<file path="src/rtl/arm_fetch_pkg.sv">
// arm_fetch_pkg: shared types, constants and a saturating-add helper for the fetch queue.
package arm_fetch_pkg;
   typedef struct packed {
      logic [63:0] pc;
      logic [31:0] instr;
   } fetch_entry_t;
   localparam int INSTR_BYTES  = 4;
   localparam int FETCH_PERF_W = 32;
   function automatic logic [FETCH_PERF_W-1:0] sat_add(input logic [FETCH_PERF_W-1:0] a,
                                                       input logic [FETCH_PERF_W-1:0] b);
      logic [FETCH_PERF_W:0] s;
      s = {1'b0, a} + {1'b0, b};
      return s[FETCH_PERF_W] ? '1 : s[FETCH_PERF_W-1:0];
   endfunction
endpackage

</file>
<file path="src/rtl/fetch_fifo.sv">
// fetch_fifo: DEPTH-entry circular buffer of {pc, instr} with occupancy count and a flush that empties it.
module fetch_fifo
   import arm_fetch_pkg::*;
#(
   parameter int DEPTH = 4
) (
   input  logic                       clk,
   input  logic                       reset,
   input  logic                       flush,
   input  logic                       push,
   input  logic                       pop,
   input  fetch_entry_t               wdata,
   output fetch_entry_t               rdata,
   output logic [$clog2(DEPTH+1)-1:0] count
);
   localparam int AW = $clog2(DEPTH);
   localparam int CW = $clog2(DEPTH+1);
   fetch_entry_t mem [DEPTH];
   logic [AW-1:0] rd_q, wr_q;
   logic [CW-1:0] cnt_q;
   always_ff @(posedge clk or negedge reset) begin
      if (!reset) begin
         rd_q  <= '0;
         wr_q  <= '0;
         cnt_q <= '0;
      end else if (flush) begin
         rd_q  <= '0;
         wr_q  <= '0;
         cnt_q <= '0;
      end else begin
         if (push) wr_q <= wr_q + 1'b1;
         if (pop) rd_q <= rd_q + 1'b1;
         cnt_q <= cnt_q + CW'(push) - CW'(pop);
      end
   end
   // Storage needs no reset: an empty queue never exposes it.
   always_ff @(posedge clk) begin
      if (push && !flush) mem[wr_q] <= wdata;
   end
   assign rdata = mem[rd_q];
   assign count = cnt_q;
endmodule

</file>
<file path="src/rtl/fetch_queue.sv">
// fetch_queue: fetch PC, imem request and {pc, instr} buffering with valid/ready pop and redirect flush.
// Define FETCH_PERF_EN to add saturating fetched/flushed/stall counters.
module fetch_queue
   import arm_fetch_pkg::*;
#(
   parameter int           N        = 64,
   parameter int           DEPTH    = 4,
   parameter logic [N-1:0] RESET_PC = '0
) (
   input  logic                       clk,
   input  logic                       reset,
   input  logic                       redirect_valid,
   input  logic [N-1:0]               redirect_pc,
   output logic [N-1:0]               IM_addr,
   output logic                       IM_enable,
   input  logic [31:0]                IM_readData,
   input  logic                       deq_ready,
   output logic                       deq_valid,
   output logic [31:0]                deq_instr,
   output logic [N-1:0]               deq_pc,
   output logic [$clog2(DEPTH+1)-1:0] queue_count
`ifdef FETCH_PERF_EN
  ,output logic [FETCH_PERF_W-1:0]    perf_fetched,
   output logic [FETCH_PERF_W-1:0]    perf_flushed,
   output logic [FETCH_PERF_W-1:0]    perf_stall
`endif
);
   localparam int CW = $clog2(DEPTH+1);
   logic [N-1:0] fetch_pc_q, fetch_pc_d;
   fetch_entry_t head_q, head_d, rdata, wdata;
   logic push, pop, nonempty;
   fetch_fifo #(.DEPTH(DEPTH)) u_fifo (
      .clk   (clk),
      .reset (reset),
      .flush (redirect_valid),
      .push  (push),
      .pop   (pop),
      .wdata (wdata),
      .rdata (rdata),
      .count (queue_count)
   );
   // Gating push with reset keeps IM_enable low while reset is held.
   always_comb begin
      nonempty   = queue_count != '0;
      deq_valid  = nonempty & ~redirect_valid;
      pop        = deq_valid & deq_ready;
      push       = reset & ~redirect_valid & ((queue_count < CW'(DEPTH)) | pop);
      IM_enable  = push;
      IM_addr    = fetch_pc_q;
      wdata      = '{pc: 64'(fetch_pc_q), instr: IM_readData};
      head_d     = nonempty ? rdata : head_q;
      deq_instr  = head_d.instr;
      deq_pc     = head_d.pc[N-1:0];
      fetch_pc_d = redirect_valid ? (redirect_pc & ~N'(3)) :
                   push ? fetch_pc_q + N'(INSTR_BYTES) : fetch_pc_q;
   end
   always_ff @(posedge clk or negedge reset) begin
      if (!reset) begin
         fetch_pc_q <= RESET_PC;
         head_q     <= '0;
      end else begin
         fetch_pc_q <= fetch_pc_d;
         head_q     <= head_d;
      end
   end
`ifdef FETCH_PERF_EN
   logic [FETCH_PERF_W-1:0] fetched_q, flushed_q, stall_q;
   always_ff @(posedge clk or negedge reset) begin
      if (!reset) begin
         fetched_q <= '0;
         flushed_q <= '0;
         stall_q   <= '0;
      end else begin
         fetched_q <= sat_add(fetched_q, FETCH_PERF_W'(push));
         flushed_q <= redirect_valid ? sat_add(flushed_q, FETCH_PERF_W'(queue_count)) : flushed_q;
         stall_q   <= sat_add(stall_q, FETCH_PERF_W'(deq_valid & ~deq_ready));
      end
   end
   assign perf_fetched = fetched_q;
   assign perf_flushed = flushed_q;
   assign perf_stall   = stall_q;
`endif
endmodule

</file>
<file path="config.mk">
export PLATFORM = sky130hd
export DESIGN_NAME = fetch_queue
export DESIGN_NICKNAME = d
export VERILOG_FILES = /design/src/rtl/arm_fetch_pkg.sv /design/src/rtl/fetch_fifo.sv /design/src/rtl/fetch_queue.sv
export SDC_FILE = /design/constraint.sdc
export NUM_CORES = 1
export LEC_CHECK = 0
export ABC_AREA = 0
export CORE_MARGIN = 5
export CORE_UTILIZATION = 45
export CTS_CLUSTER_SIZE = 24
export DETAILED_ROUTE_END_ITERATION = 6
export GPL_TIMING_DRIVEN = 1
export PLACE_DENSITY_LB_ADDON = 0.05
export SETUP_SLACK_MARGIN = 0.05
export SLEW_MARGIN = 20
export SYNTH_ARGS = -nofsm -noshare
export SYNTH_HDL_FRONTEND = slang
export SYNTH_SLANG_ARGS = --single-unit
export TNS_END_PERCENT = 5
</file>
<file path="constraint.sdc">
create_clock -name clk -period 10.4 [get_ports clk]
set_clock_uncertainty 0.2 [all_clocks]
set_input_delay 1.56 -clock clk [delete_from_list [all_inputs] [get_ports clk]]
set_output_delay 1.56 -clock clk [all_outputs]
set_load 0.02 [all_outputs]
</file>
==> results.json, run 1 <==
{
  "required_ns": 8.64,
  "synth_top_area_share_pct": 52.80,
  "regArea_sq_um": 15430,
  "drtAntennaViolNets": 0,
  "fmax_mhz": 166.8,
  "dpl.hpwl_microns": 32090,
  "drive_gt1_share_pct": 12.38,
  "critical_path_class": "in2out",
  "rsz0062_at_grt": "no",
  "hold_viol": 0,
  "outcome": "completed",
  "ff2ff_path_depth": 3,
  "clk_path_buf_depth": 3,
  "r2r_setup_slack_ns": 6.69,
  "die_y_microns": 228,
  "fillers": 3824,
  "grt_first_pass_wirelength_microns": 82610,
  "htree_levels": 2,
  "globalRouteOverflowTotal": 0,
  "synth_fa_ha_area_share_pct": 0.5032,
  "synth-compound-area-share_pct": 2.609,
  "synth_top_area_cell": "edfxtp_1",
  "cts_resized": 0,
  "synth_top_flop_cell": "edfxtp_1",
  "min_delay_path_depth": 2,
  "crit_arrival_ns": 4.24,
  "fin_setup_tns_ns": 0,
  "vias": 12650,
  "synth.distinct_cells": 50,
  "drcViolationCount": 0,
  "synth-edff-count": 376,
  "ios": 265,
  "initial_core_util_pct": 45.74,
  "max_slew_margin_pct": 30.17,
  "synth_top_family_by_area": "simple AND/OR/NAND/NOR gates",
  "cts_setup_buffers": 0,
  "drtIter0Drc": 834,
  "grt_usage_pct": 20.44,
  "ys_async_sr_fraction_pct": 30.50,
  "cts_hold_buf": 0,
  "syn_area_per_cell_sq_um": 15.31,
  "post-route-util_pct": 56.62,
  "yosys.area_share.simple_pct": 11.39,
  "portBuffers": 260,
  "p_leak_nw": 9.545,
  "maxSlewViolCount": 0,
  "ys_seq_area_share_pct": 72.10,
  "hold_ws_ns": 0.2595,
  "wl_microns": 53230,
  "hold_start": "head_q[26]",
  "vdd_drop_max_mv": 0.1532,
  "hold_end": "head_q[26]",
  "area_growth_pct": 23.78,
  "post_drt_wl_per_cell_microns": 22.91,
  "place_congestion": 0.7468,
  "ys_ff_latch": 541,
  "syn-cell-area_sq_um": 21390,
  "cts_buffers": 57,
  "fp.dieW_microns": 228,
  "viasPerCell": 5.444,
  "clk_latency_ns": 0.60,
  "grt_start_max_net_pins": 97,
  "max-cap-violations": 0,
  "cp_max_fo": 11,
  "grt_pass1_vias": 13330,
  "fin_area_sq_um": 26470,
  "cts_tree": "yes",
  "cp-start-kind": "primary input",
  "period_needed_ns": 5.996,
  "netlist_instances": 1397,
  "hp-class": "reg2reg",
  "finalCritPeriodShare_pct": 57.65,
  "reg2reg_from": "u_fifo.count[2]",
  "r2r-end": "u_fifo.mem[2][53]",
  "nets": 1772,
  "power_density_nw_per_um2": 267.4,
  "first_pass_iters": 5,
  "grt_antenna_before_repair": 3,
  "die-area_sq_um": 51980,
  "muxShareOfSynthArea_pct": 10.23,
  "clock-sinks": 541,
  "cp-end-kind": "output pin",
  "synth_xor_area_share_pct": 1.556,
  "yosys-top-cells-area": "edfxtp_1 53%, dfrtp_1 19%, mux4_2 9.9%",
  "core_sq_um": 46750,
  "multiInputGateArea_sq_um": 5660,
  "synth_warnings": 0,
  "root_buffer": "clkbuf_16",
  "setup_viol": 0,
  "row_count": 79,
  "clk_pin_slew_ns": 0.05,
  "worstMarginPinSlew_ns": 1.047,
  "placed_area_sq_um": 24630
}
[stage by stage]
stage	setup WS, ns	std cells	total power [mW]
5_1_grt	4.285	2321	7.443
3_3_place_gp	4.480	2211	5.189
3_5_place_dp	4.450	2211	5.215
2_1_floorplan	5.146	1398	4.081
4_1_cts	4.432	2319	7.181
6_report	4.404	2323	7.079
[cells in the final DEF (no fill, tap or decap), types with 4 or more instances in the layout]
| cell | n |
|---|---|
| a21oi_1 | 5 |
| a22oi_1 | 5 |
| a31oi_1 | 18 |
| and2_1 | 6 |
| and3_1 | 10 |
| and3_4 | 4 |
| buf_4 | 17 |
| clkbuf_1 | 16 |
| clkbuf_16 | 59 |
| clkbuf_8 | 9 |
| clkdlybuf4s50_1 | 258 |
| clkinv_1 | 12 |
| clkinv_2 | 9 |
| dfrtp_1 | 163 |
| edfxtp_1 | 376 |
| ha_1 | 7 |
| inv_1 | 14 |
| mux2i_1 | 6 |
| mux4_2 | 94 |
| nand2_1 | 351 |
| nand3_1 | 39 |
| nand4_1 | 21 |
| nor2_1 | 35 |
| nor2b_1 | 8 |
| nor3_1 | 7 |
| nor4_1 | 13 |
| o21ai_0 | 37 |
| o31ai_1 | 10 |
| or3_1 | 6 |
| or4_1 | 20 |
| xnor2_1 | 23 |
| xor2_1 | 15 |
[cell families (layout without fill, tap and decap cells)]
logic type / count (synthesis) / after routing
xor+xnor: 38 / 38
simple gates: 538 / 538
flops: 541 / 541
mux: 101 / 101
fa+ha+maj: 8 / 8
compound gates: 85 / 85
buf+inv: 85 / 400
other cells: 1 / 5
[synth_stat cells, drive strengths merged (3+ instances only)]
| cell type | count |
|---|---|
| dfrtp | 165 |
| and2 | 6 |
| xnor2 | 23 |
| a211o | 3 |
| nand4 | 22 |
| nand3 | 39 |
| and4 | 3 |
| a31oi | 18 |
| mux2i | 6 |
| nor2b | 8 |
| nor2 | 35 |
| o31ai | 10 |
| and3 | 14 |
| nor4 | 14 |
| nor3 | 8 |
| ha | 7 |
| mux4 | 94 |
| edfxtp | 376 |
| nand2 | 351 |
| inv | 14 |
| a21oi | 5 |
| o21ai | 37 |
| a22oi | 5 |
| or3 | 7 |
| or4 | 20 |
| buf | 22 |
| clkbuf | 48 |
| xor2 | 15 |
[where the power goes]
| group | internal (mW) | leakage, nW | switching [mW] |
|---|---|---|---|
| sequential | 2.62 | 5.40 | 0.179 |
| clock | 1.14 | 0.889 | 0.813 |
| combinational | 0.979 | 3.26 | 1.34 |
[worst max-delay path, stage by stage]
cell             delay [ns]
clkdlybuf4s50_1        0.54
nand2b_1               0.26
a21oi_1                0.85
and2_1                 0.29
clkdlybuf4s50_1        0.73
[routing by layer]
metal  vias up  global-route usage, %  part of all wire [%]
met2       340                  33.17                    48
met1      6495                  28.54                    43
met5         -                      0                     0
met3        59                  4.373                   6.4
li1       5752                      -                     -
met4         0                  5.370                   1.9
[registers in the layout (all words and copies together) (netlist names)]
name	count
head_q	96
u_fifo.rd_q	2
u_fifo.wr_q	2
IM_addr	62
u_fifo.count	3
u_fifo.mem	376
[worst max path at each step]
stage                  endpoint  depth (start not counted)      startpoint  slack [ns]
2_1_floorplan  u_fifo.mem[0][0]                          5  redirect_valid        5.15
3_3_place_gp          IM_enable                          5       deq_ready        4.48
3_5_place_dp          IM_enable                          5       deq_ready        4.45
4_1_cts               IM_enable                          5       deq_ready        4.43
5_1_grt               IM_enable                          5       deq_ready        4.29
6_report              IM_enable                          5       deq_ready        4.40
[area by class of cell]
type                            count  share of cell area, %
Clock buffer                       83                  6.220
Multi-Input combinational cell    772                  21.38
Sequential cell                   541                  58.28
Antenna cell                        3                0.02836
Tap cell                          607                  2.869
Inverter                           15                 0.2127
Clock inverter                     25                 0.6428
Timing Repair Buffer              277                  10.37
(Power assumes the default switching activity.)
==> run 2: changes to the inputs <==
clock period = 6.1 ns   (was 10.4 ns; I/O delays follow)
==> run 2 against run 1 <==
Die area did not move. Cell area up 0.20%. Cell count is 0.13% higher. Register-to-register slack got worse by 3.9 ns. Setup slack worse by 2.9 ns. First-iteration DRC count fell by 12%. Sequential cell count stayed put. Non-clock buffer count up 7. Core utilization up 0.12 points. Highest routed layer is now met5.
==> results.json, run 2 (synthesized netlist as in run 1, its figures left out) <==
{
  "outcome": "completed",
  "fin_setup_tns_ns": 0,
  "post_drt_wl_per_cell_microns": 22.86,
  "grt_pass1_vias": 13480,
  "period_needed_ns": 4.617,
  "fmax_mhz": 216.6,
  "crit_arrival_ns": 3.50,
  "post-route-util_pct": 56.73,
  "cts_resized": 0,
  "crit_top_cell": "nand2_1",
  "worstMarginPinSlew_ns": 1.022,
  "cp_num_buf_inv": 2,
  "p_leak_nw": 9.562,
  "drtIter0Drc": 736,
  "critPathTopFamily": "simple AND/OR/NAND/NOR gates",
  "initial_core_util_pct": 45.74,
  "cp_max_fo": 64,
  "finalCritPeriodShare_pct": 75.70,
  "clk_pin_slew_ns": 0.06,
  "max_stage_delay_ns": 0.91,
  "clock-sinks": 541,
  "cts_setup_buffers": 0,
  "r2r_setup_slack_ns": 2.79,
  "nets": 1777,
  "seq_power_share_pct": 39.6,
  "fillers": 3831,
  "ios": 265,
  "grt_start_max_net_pins": 65,
  "setup_viol": 0,
  "largest_reg_flops": 376,
  "max-cap-violations": 0,
  "multiInputGateArea_sq_um": 5660,
  "critical_path.cell_chain": "or3_4, buf_4, nand2_1, nand2_1, clkdlybuf4s50_1",
  "ff2ff_path_depth": 10,
  "viasPerCell": 5.451,
  "portBuffers": 260,
  "maxSlewViolCount": 0,
  "pwr-share-comb_pct": 32.9,
  "row_count": 79,
  "required_ns": 4.98,
  "area_growth_pct": 24.03,
  "p_int_mw": 8.130,
  "fp.dieW_microns": 228,
  "p_clk_share_pct": 27.6,
  "r2r-end": "u_fifo.count[2]",
  "rsz0062_at_grt": "no",
  "power_density_nw_per_um2": 454.6,
  "drive_gt1_share_pct": 12.19,
  "hold_ws_ns": 0.1231,
  "hp-class": "in2async",
  "vdd_drop_max_mv": 0.3042,
  "regArea_sq_um": 15430,
  "final_cell_mix": "376 x edfxtp_1, 351 x nand2_1, 258 x clkdlybuf4s50_1",
  "first_pass_iters": 5,
  "die_y_microns": 228,
  "htree_levels": 2,
  "clk_latency_ns": 0.59,
  "grt_usage_pct": 20.39,
  "hold_viol": 0,
  "slowest_stage": "or3_4",
  "largest-register": "u_fifo.mem",
  "vias": 12680,
  "clk_path_buf_depth": 3,
  "cp-start-kind": "flip-flop",
  "drtAntennaViolNets": 0,
  "root_buffer": "clkbuf_16",
  "cts_buffers": 55,
  "grt_antenna_before_repair": 5,
  "p_sw_share_pct": 32.59,
  "cp-end-kind": "output pin",
  "wl_microns": 53170,
  "final_common_cell": "edfxtp_1",
  "globalRouteOverflowTotal": 0,
  "place_congestion": 0.7649,
  "die-area_sq_um": 51980,
  "reg2reg_from": "u_fifo.count[2]",
  "grt_first_pass_wirelength_microns": 82540,
  "max_slew_margin_pct": 31.85,
  "cts_hold_buf": 0,
  "cts_tree": "yes",
  "dpl.hpwl_microns": 32280,
  "critical_path_class": "reg2out",
  "core_sq_um": 46750,
  "switchingPower_mw": 3.930,
  "drcViolationCount": 0,
  "total_power_mw": 12.06
}
## run 2: cell types whose count changed in the layout (fill, tap and decap cells not counted), sizes merged
cell      change
clkinvlp      -2
inv           -1
diode         +1
clkinv        -9
bufinv        +2
buf           +7
clkbuf        +5
## run 2: worst max-delay path by stage
stage,from,endpoint,slack (ns),cells after the start
CTS,u_fifo.count[2],deq_pc[60],1.39,5
global placement,deq_ready,IM_enable,1.94,6
global route,u_fifo.count[2],deq_instr[22],1.23,5
floorplan,redirect_valid,u_fifo.mem[0][0],1.49,5
finish,u_fifo.count[2],deq_pc[2],1.48,5
detailed placement,deq_ready,IM_enable,1.93,6
## run 2: per-stage QoR
step | setup slack (ns) | instances | area, sq um
global route | 1.229 | 2323 | 26520
global placement | 1.943 | 2219 | 24740
CTS | 1.392 | 2322 | 26520
detailed placement | 1.927 | 2219 | 24740
finish | 1.483 | 2326 | 26530
floorplan | 1.491 | 1398 | 21390
## run 2: power groups by stage
stage / registers [mW] / clock network (mW) / logic (mW)
CTS: 4.78 / 3.41 / 4.06
floorplan: 4.77 / 0 / 2.19
finish: 4.77 / 3.32 / 3.96
detailed placement: 4.86 / 0 / 4.05
global route: 4.85 / 3.57 / 4.28
global placement: 4.83 / 0 / 4.02
## run 2: final cells by class
cell class | instances | area share (%)
timing repair buffer | 284 | 10.68
clock inverter | 15 | 0.6226
clock buffer | 88 | 6.080
tap | 607 | 2.863
antenna | 4 | 0.03774
inverter | 15 | 0.2123
sequential | 541 | 58.16
multi-input combinational | 772 | 21.34
## run 2: per-layer routing
| layer | share of wire, % | vias to the layer above | GRT usage (%) |
|---|---|---|---|
| met1 | 43 | 6508 | 27.96 |
| met2 | 49 | 334 | 33.84 |
| met4 | 2.1 | 4 | 5.162 |
| met3 | 5.6 | 68 | 4.261 |
| li1 | - | 5765 | - |
| met5 | 0.039 | - | 0 |
## run 2: worst register-to-register path, stage by stage (launching register included)
cell     delay, ns
dfrtp_1       0.70
or3_4         0.91
nand2_1       0.20
nor2_1        0.14
ha_1          0.23
inv_1         0.06
ha_1          0.13
inv_1         0.04
fa_1          0.37
xnor2_1       0.16
nor2_1        0.05
